<file path="config.mk">
export PLATFORM = sky130hd
export DESIGN_NAME = muldiv_sched_flat
export DESIGN_NICKNAME = d
export VERILOG_FILES = /design/src/rtl/muldiv_sched_if.sv /design/src/rtl/muldiv_sched.sv /design/src/flat_wrapper.sv
export SDC_FILE = /design/constraint.sdc
export NUM_CORES = 1
export LEC_CHECK = 0
export CAP_MARGIN = 20
export CELL_PAD_IN_SITES_DETAIL_PLACEMENT = 0
export CELL_PAD_IN_SITES_GLOBAL_PLACEMENT = 1
export CORE_ASPECT_RATIO = 1.1
export CORE_UTILIZATION = 43
export DETAILED_ROUTE_END_ITERATION = 12
export PLACE_DENSITY_LB_ADDON = 0.25
export SYNTH_ARGS = -nofsm -noshare
export SYNTH_HDL_FRONTEND = slang
export SYNTH_SLANG_ARGS = --single-unit
export TNS_END_PERCENT = 100
</file>
<file path="constraint.sdc">
create_clock -name CLK -period 6.54 [get_ports CLK]
set_input_delay 0.654 -clock CLK [delete_from_list [all_inputs] [get_ports CLK]]
set_output_delay 0.654 -clock CLK [all_outputs]
set_load 0.005 [all_outputs]
</file>
<file path="src/rtl/muldiv_sched_if.sv">
// -----------------------------------------------------------------------------
// muldiv_sched_if
// Handshake and bus signals between the EX stage / multiplier IPs and the
// RV32M sequencer muldiv_sched.
//
//   load_hazard  pipeline load-use freeze
//   op_valid     EX stage holds an M-extension instruction
//   md_op[2:0]   funct3 (0 MUL,1 MULH,2 MULHSU,3 MULHU,4 DIV,5 DIVU,6 REM,7 REMU)
//   op_a, op_b   source operands
//   mul_p[63:0]  product from the selected multiplier IP
//   mul_ce       multiplier IP clock enable
//   mul_sel[1:0] IP select: 0 unsigned, 1 signed, 2 signed x unsigned
//   md_stall     hold IF/ID/EX
//   res          result, valid only with res_valid
//   res_valid    one-cycle completion pulse
//   busy         sequencer not idle
//
// slave  : the sequencer side
// master : the pipeline / multiplier side
// -----------------------------------------------------------------------------
interface muldiv_sched_if;
    logic        load_hazard;
    logic        op_valid;
    logic [2:0]  md_op;
    logic [31:0] op_a;
    logic [31:0] op_b;
    logic [63:0] mul_p;
    logic        mul_ce;
    logic [1:0]  mul_sel;
    logic        md_stall;
    logic [31:0] res;
    logic        res_valid;
    logic        busy;

    modport slave (
        input  load_hazard, op_valid, md_op, op_a, op_b, mul_p,
        output mul_ce, mul_sel, md_stall, res, res_valid, busy
    );

    modport master (
        output load_hazard, op_valid, md_op, op_a, op_b, mul_p,
        input  mul_ce, mul_sel, md_stall, res, res_valid, busy
    );
endinterface

</file>
<file path="src/rtl/muldiv_sched.sv">
// -----------------------------------------------------------------------------
// muldiv_sched
// Multi-cycle sequencer for RV32M in the EX stage. Drives the clock enable and
// select of the pipelined multiplier IPs, runs an iterative restoring radix-2
// divider, stalls the pipeline until the result is final and then returns the
// 32-bit result with a one-cycle res_valid pulse.
//
// Parameters:
//   MUL_LATENCY  cycles from the CE-asserted accept edge until mul_p is valid (1..7)
//
// Ports:
//   CLK   system clock
//   nrst  synchronous active-low reset
//   bus   muldiv_sched_if.slave (handshake, operands, multiplier IP, result)
//
// Optional feature:
//   MULDIV_REUSE_EN  when defined, the last completed normal division is kept
//                    and an identical following divide returns it in one stall
//                    cycle.
// -----------------------------------------------------------------------------
module muldiv_sched #(
    parameter int MUL_LATENCY = 1
) (
    input  logic          CLK,
    input  logic          nrst,
    muldiv_sched_if.slave bus
);

    typedef enum logic [1:0] {IDLE, MUL_WAIT, DIV_RUN, DONE} state_t;

    localparam logic [4:0] MUL_CNT_INIT = 5'(MUL_LATENCY - 1);

    state_t      state_reg, state_next;
    logic [4:0]  cnt_reg, cnt_next;
    logic [63:0] rq_reg, rq_next;          // remainder:quotient
    logic [31:0] divisor_reg, divisor_next;
    logic [2:0]  op_reg, op_next;
    logic        q_neg_reg, q_neg_next;
    logic        r_neg_reg, r_neg_next;

    // combinational output values before reset gating
    logic        ce_c, stall_c, valid_c;
    logic [31:0] res_c;
    logic [1:0]  sel_c;

    function automatic logic [1:0] sel_decode(input logic [2:0] op);
        case (op)
            3'd1:    return 2'd1;   // MULH   : signed x signed
            3'd2:    return 2'd2;   // MULHSU : signed x unsigned
            default: return 2'd0;   // MUL, MULHU and divides: unsigned IP
        endcase
    endfunction

    // ---------------- accept-cycle operand decode ----------------
    logic        accept;
    logic        is_signed_div;
    logic        a_neg, b_neg;
    logic [31:0] abs_a, abs_b;
    logic        div_zero, div_ovf;
    logic        reuse_hit;

    assign accept        = bus.op_valid & ~bus.load_hazard;
    assign is_signed_div = ~bus.md_op[0];   // DIV/REM signed, DIVU/REMU unsigned
    assign a_neg         = is_signed_div & bus.op_a[31];
    assign b_neg         = is_signed_div & bus.op_b[31];
    assign abs_a         = a_neg ? (32'd0 - bus.op_a) : bus.op_a;
    assign abs_b         = b_neg ? (32'd0 - bus.op_b) : bus.op_b;
    assign div_zero      = (bus.op_b == 32'd0);
    assign div_ovf       = is_signed_div && (bus.op_a == 32'h8000_0000) &&
                           (bus.op_b == 32'hFFFF_FFFF);

    // ---------------- one restoring division step ----------------
    // The 33-bit partial can exceed 2^32 only when it is already >= divisor,
    // so a borrow out of bit 33 is the "restore" decision.
    logic [32:0] partial;
    logic [33:0] diff;
    logic [63:0] div_step;

    assign partial  = {rq_reg[63:32], rq_reg[31]};
    assign diff     = {1'b0, partial} - {2'b00, divisor_reg};
    assign div_step = diff[33] ? {partial[31:0], rq_reg[30:0], 1'b0}
                               : {diff[31:0],    rq_reg[30:0], 1'b1};

    // sign-corrected divider results
    logic [31:0] quot_c, rem_c;
    assign quot_c = q_neg_reg ? (32'd0 - rq_reg[31:0])  : rq_reg[31:0];
    assign rem_c  = r_neg_reg ? (32'd0 - rq_reg[63:32]) : rq_reg[63:32];

    // ---------------- optional result reuse ----------------
`ifdef MULDIV_REUSE_EN
    logic        entry_valid_reg;
    logic        entry_signed_reg;
    logic [31:0] entry_a_reg, entry_b_reg, entry_quot_reg, entry_rem_reg;
    logic [31:0] a_reg, b_reg;
    logic        ran_div_reg;   // current op went through DIV_RUN

    assign reuse_hit = entry_valid_reg &&
                       (bus.op_a == entry_a_reg) &&
                       (bus.op_b == entry_b_reg) &&
                       (is_signed_div == entry_signed_reg);

    always_ff @(posedge CLK) begin
        if (!nrst) begin
            entry_valid_reg  <= 1'b0;
            entry_signed_reg <= 1'b0;
            entry_a_reg      <= '0;
            entry_b_reg      <= '0;
            entry_quot_reg   <= '0;
            entry_rem_reg    <= '0;
            a_reg            <= '0;
            b_reg            <= '0;
            ran_div_reg      <= 1'b0;
        end else begin
            if (state_reg == IDLE && accept) begin
                a_reg       <= bus.op_a;
                b_reg       <= bus.op_b;
                ran_div_reg <= bus.md_op[2] && !div_zero && !div_ovf && !reuse_hit;
            end
            if (state_reg == DONE && !bus.load_hazard && ran_div_reg) begin
                entry_valid_reg  <= 1'b1;
                entry_signed_reg <= ~op_reg[0];
                entry_a_reg      <= a_reg;
                entry_b_reg      <= b_reg;
                entry_quot_reg   <= quot_c;
                entry_rem_reg    <= rem_c;
            end
        end
    end
`else
    assign reuse_hit = 1'b0;
`endif

    // ---------------- state register ----------------
    always_ff @(posedge CLK) begin
        if (!nrst) begin
            state_reg   <= IDLE;
            cnt_reg     <= '0;
            rq_reg      <= '0;
            divisor_reg <= '0;
            op_reg      <= '0;
            q_neg_reg   <= 1'b0;
            r_neg_reg   <= 1'b0;
        end else begin
            state_reg   <= state_next;
            cnt_reg     <= cnt_next;
            rq_reg      <= rq_next;
            divisor_reg <= divisor_next;
            op_reg      <= op_next;
            q_neg_reg   <= q_neg_next;
            r_neg_reg   <= r_neg_next;
        end
    end

    // ---------------- next state and outputs ----------------
    always_comb begin
        state_next   = state_reg;
        cnt_next     = cnt_reg;
        rq_next      = rq_reg;
        divisor_next = divisor_reg;
        op_next      = op_reg;
        q_neg_next   = q_neg_reg;
        r_neg_next   = r_neg_reg;
        ce_c         = 1'b0;
        stall_c      = 1'b0;
        valid_c      = 1'b0;
        res_c        = 32'd0;
        sel_c        = sel_decode(op_reg);

        case (state_reg)
            IDLE: begin
                sel_c   = sel_decode(bus.md_op);
                stall_c = accept;
                if (accept) begin
                    op_next = bus.md_op;
                    if (!bus.md_op[2]) begin
                        ce_c       = 1'b1;
                        cnt_next   = MUL_CNT_INIT;
                        state_next = (MUL_CNT_INIT == 5'd0) ? DONE : MUL_WAIT;
                    end else if (div_zero) begin
                        rq_next    = {bus.op_a, 32'hFFFF_FFFF};
                        q_neg_next = 1'b0;
                        r_neg_next = 1'b0;
                        state_next = DONE;
                    end else if (div_ovf) begin
                        rq_next    = {32'd0, 32'h8000_0000};
                        q_neg_next = 1'b0;
                        r_neg_next = 1'b0;
                        state_next = DONE;
`ifdef MULDIV_REUSE_EN
                    end else if (reuse_hit) begin
                        rq_next    = {entry_rem_reg, entry_quot_reg};
                        q_neg_next = 1'b0;
                        r_neg_next = 1'b0;
                        state_next = DONE;
`endif
                    end else begin
                        rq_next      = {32'd0, abs_a};
                        divisor_next = abs_b;
                        q_neg_next   = a_neg ^ b_neg;
                        r_neg_next   = a_neg;
                        cnt_next     = 5'd31;
                        state_next   = DIV_RUN;
                    end
                end
            end

            MUL_WAIT: begin
                stall_c = 1'b1;
                if (!bus.load_hazard) begin
                    // the accept edge was the first CE edge; leave after the
                    // remaining MUL_LATENCY-1 CE edges
                    ce_c     = 1'b1;
                    cnt_next = cnt_reg - 5'd1;
                    if (cnt_reg == 5'd1)
                        state_next = DONE;
                end
            end

            DIV_RUN: begin
                stall_c = 1'b1;
                if (!bus.load_hazard) begin
                    rq_next = div_step;
                    if (cnt_reg == 5'd0)
                        state_next = DONE;
                    else
                        cnt_next = cnt_reg - 5'd1;
                end
            end

            DONE: begin
                if (op_reg[2])
                    res_c = op_reg[1] ? rem_c : quot_c;
                else
                    res_c = (op_reg[1:0] == 2'd0) ? bus.mul_p[31:0] : bus.mul_p[63:32];
                if (!bus.load_hazard) begin
                    valid_c    = 1'b1;
                    state_next = IDLE;
                end
            end

            default: state_next = IDLE;
        endcase
    end

    // all outputs are quiet while reset is asserted
    assign bus.mul_ce    = nrst & ce_c;
    assign bus.md_stall  = nrst & stall_c;
    assign bus.res_valid = nrst & valid_c;
    assign bus.res       = nrst ? res_c : 32'd0;
    assign bus.mul_sel   = sel_c;
    assign bus.busy      = nrst & (state_reg != IDLE);

endmodule

</file>
<file path="src/flat_wrapper.sv">
// flat-port wrapper written by rule: the top's interface ports become plain ports
module muldiv_sched_flat 
#(
    parameter int MUL_LATENCY = 1
)
  (CLK, nrst, bus_load_hazard, bus_op_valid, bus_md_op, bus_op_a, bus_op_b, bus_mul_p, bus_mul_ce, bus_mul_sel, bus_md_stall, bus_res, bus_res_valid, bus_busy);
  muldiv_sched_if bus_i ();
  input  logic CLK;
  input  logic nrst;
  input wire logic [$bits(bus_i.load_hazard)-1:0] bus_load_hazard;
  input wire logic [$bits(bus_i.op_valid)-1:0] bus_op_valid;
  input wire logic [$bits(bus_i.md_op)-1:0] bus_md_op;
  input wire logic [$bits(bus_i.op_a)-1:0] bus_op_a;
  input wire logic [$bits(bus_i.op_b)-1:0] bus_op_b;
  input wire logic [$bits(bus_i.mul_p)-1:0] bus_mul_p;
  output wire logic [$bits(bus_i.mul_ce)-1:0] bus_mul_ce;
  output wire logic [$bits(bus_i.mul_sel)-1:0] bus_mul_sel;
  output wire logic [$bits(bus_i.md_stall)-1:0] bus_md_stall;
  output wire logic [$bits(bus_i.res)-1:0] bus_res;
  output wire logic [$bits(bus_i.res_valid)-1:0] bus_res_valid;
  output wire logic [$bits(bus_i.busy)-1:0] bus_busy;
  assign bus_i.load_hazard = bus_load_hazard;
  assign bus_i.op_valid = bus_op_valid;
  assign bus_i.md_op = bus_md_op;
  assign bus_i.op_a = bus_op_a;
  assign bus_i.op_b = bus_op_b;
  assign bus_i.mul_p = bus_mul_p;
  assign bus_mul_ce = bus_i.mul_ce;
  assign bus_mul_sel = bus_i.mul_sel;
  assign bus_md_stall = bus_i.md_stall;
  assign bus_res = bus_i.res;
  assign bus_res_valid = bus_i.res_valid;
  assign bus_busy = bus_i.busy;
  muldiv_sched #(.MUL_LATENCY(MUL_LATENCY)) u_core (.CLK(CLK), .nrst(nrst), .bus(bus_i));
endmodule
</file>
==> impl_metrics.tcl <==
set metrics [dict create \
    status "completed" \
    post_route_cells_drive_above_1_share 0.05924 \
    wl_um 33270 \
    finish.utilization 0.5328 \
    clk_latency_ns 0.36 \
    port_buffers 172 \
    die-height_um 165.4 \
    fillCellCount 2345 \
    netlist_area_um2 10440 \
    arrival_ns 4.29 \
    routed_via_density 5.843 \
    ir_drop_mv 0.2054 \
    grt_pass1_wl_um 52320 \
    wl_met1_um 15480 \
    areaGrowthSynthToFinish_pct 21.32 \
    synth_top_family_by_area "compound AO/OA/AOI/OAI gates" \
    drt_iter0_drc 749 \
    grt_pass1_vias 9993 \
    synth-seq-area-share 0.2071 \
    yosys.area_share.simple 0.1876 \
    synth-xor-area-share 0.1183 \
    cts-hold-fix-buffers 0 \
    cts.htree.levels 3 \
    die_w_um 150.6 \
    setup_slack_ns 1.596 \
    synth_cells 1440 \
    core_um2 23770 \
    async_flop_share 0 \
    timing.fmax_mhz 202.2 \
    syn_area_per_cell_um2 7.250 \
    hp-class "flip-flop to flip-flop" \
    largest_reg_flops 64 \
    synthAdderAreaFrac 0.05585 \
    clk_path_buf_depth 2 \
    antenna_found_initial 0 \
    setup_tns_ns 0 \
    cellLeakagePower_nw 4.924 \
    relSlewSlack 0.2879 \
    crit_path_top_delay_cell "or4_4" \
    final_area_um2 12670 \
    dp_hpwl_um 25790 \
    worstMarginPinSlew_ns 1.066 \
    cp_max_fo 9 \
    hold_viol 0 \
    slew_viol_final 0 \
    synth.net_count 1621 \
    grt_max_degree 94 \
    synth-edff-count 0 \
    grt_overflow 0 \
    nNetsFinal 1729 \
    io_pins 173 \
    critPathKind "flip-flop to output pin" \
    totalPowerFinal_mw 4.123 \
    dpl_worst_slack_ns 1.990 \
    wl_met3_um 1968 \
    worst_path_largest_cell_delay_ns 0.57 \
    rsz0062_at_grt "no" \
    clk_pin_slew_ns 0.08 \
    synthDistinctLibCells 59 \
    gp_congestion 0.8989 \
    maxCapViolCount 0 \
    numCtsBuffers 9 \
    finClkSkew_ns 0.01204 \
    synth_compound_area_frac 0.3199 \
    firstDrtPassIters 5 \
    diodes 0 \
    ys.warnings.count 0 \
    final_common_cell "clkdlybuf4s50_1" \
    ys_ff_latch 108 \
    start_kind "flip-flop" \
    cts-root-buf "clkbuf_16" \
    crit_family "simple AND/OR/NAND/NOR gates" \
    power.density_nw_per_um2 325.5 \
    drc_errors 0 \
    dpl_cell_area_um2 12340 \
    postCtsSetupRepairBufs 0 \
    synth_ff_type "dfxtp_1" \
    cts_tree "done" \
    grt_usage 0.2644 \
    ant_nets 0 \
    period_share 0.7560 \
    cts.repair.resized 0 \
    required_ns 5.89 \
    wl_met2_um 14910 \
    most-common-layout-cells "171 x clkdlybuf4s50_1, 164 x nand2_1, 159 x o21ai_0" \
    dieArea_um2 24910 \
    initial_core_util 0.4392 \
    worstPathCellList "or4_4 > or3_4 > or4_4 > or4_1 > or3_4 > o31ai_2 > xor2_1 > a221oi_1 > clkdlybuf4s50_1" \
    num_rows 59 \
    vias 10860 \
    synth_mux_area_frac 0.05453 \
    finalSetupViolations 0 \
    highest_layer "met4" \
    end_kind "output pin" \
    min_period_ns 4.944 \
    cts_sinks 108 \
    wl_per_cell_um 17.91 \
    crit_buf_inv 1 \
]
-- Yosys cell counts, drive strengths merged, types with 30 or more instances --
| cell type | count | share of area |
|---|---|---|
| nand2 | 164 | 0.059 |
| o21ai | 159 | 0.076 |
| a21oi | 154 | 0.074 |
| dfxtp | 108 | 0.21 |
| clkbuf | 86 | 0.031 |
| nor2 | 75 | 0.027 |
| xor2 | 72 | 0.060 |
| xnor2 | 69 | 0.058 |
| inv | 67 | 0.024 |
| ha | 45 | 0.054 |
| mux2 | 39 | 0.042 |
| o211a | 30 | 0.029 |
-- worst paths after layout --
path	from	end	slack (ns)	cells after the start
max	u_core.rq_reg[39]	bus_res[25]	1.60	9
min reg2reg	u_core.divisor_reg[31]	u_core.divisor_reg[31]	0.49	2
min	u_core.divisor_reg[31]	u_core.divisor_reg[31]	0.49	2
max reg2reg	u_core.rq_reg[31]	u_core.rq_reg[58]	2.84	13
-- area by class of cell --
| cell class | instances | area [um2] | share of cell area |
|---|---|---|---|
| inverter | 68 | 255.2 | 0.02015 |
| multi-input combinational | 1174 | 7715 | 0.6091 |
| tap | 305 | 381.6 | 0.03013 |
| clock inverter | 7 | 97.59 | 0.007705 |
| clock buffer | 9 | 225.2 | 0.01778 |
| timing repair buffer | 187 | 1829 | 0.1444 |
| sequential | 108 | 2162 | 0.1707 |
-- per-layer routing --
| metal | global-route usage | up-vias |
|---|---|---|
| met5 | 0 | - |
| met4 | 0.09642 | 0 |
| met3 | 0.02390 | 53 |
| met2 | 0.4336 | 361 |
| met1 | 0.3586 | 5003 |
| li1 | - | 5440 |
-- cells by family (layout without fill, tap and decap cells) --
family / count (synthesis) / in the layout
AND/OR/NAND/NOR: 405 / 405
XOR/XNOR: 141 / 141
multiplexers: 52 / 52
adder cells (fa/ha/maj): 46 / 46
AO/OA/AOI/OAI: 530 / 530
flip-flops: 108 / 108
buffers and inverters: 158 / 271
-- power breakdown --
group          total, mW  leakage (nW)  internal, mW  switching (mW)
clock              0.614         0.152         0.339           0.276
sequential         0.951         0.880         0.773           0.178
combinational       2.56          3.89          1.08            1.48
total               4.12          4.92          2.19            1.93
-- worst register-to-register path, stage by stage, from the launching register on --
cell and delay, ns:
dfxtp_1 0.36, inv_1 0.16, ha_1 0.28, nor2b_1 0.12, o21ai_0 0.11, o21ai_0 0.39, a2111oi_0 0.24, nor3_1 0.54
nand4_1 0.19, nand2_1 0.09, buf_4 0.37, mux2_2 0.40, a221oi_1 0.26, nor2_1 0.08
-- stage by stage --
stage	hold slack, ns	std cells
after global routing	0.5180	1858
final	0.4894	1858
after floorplan	0.4502	1440
after detailed placement	0.4818	1842
after CTS	0.4898	1858
after global placement	0.4687	1842
No activity file was read; power rests on OpenSTA's default activity.
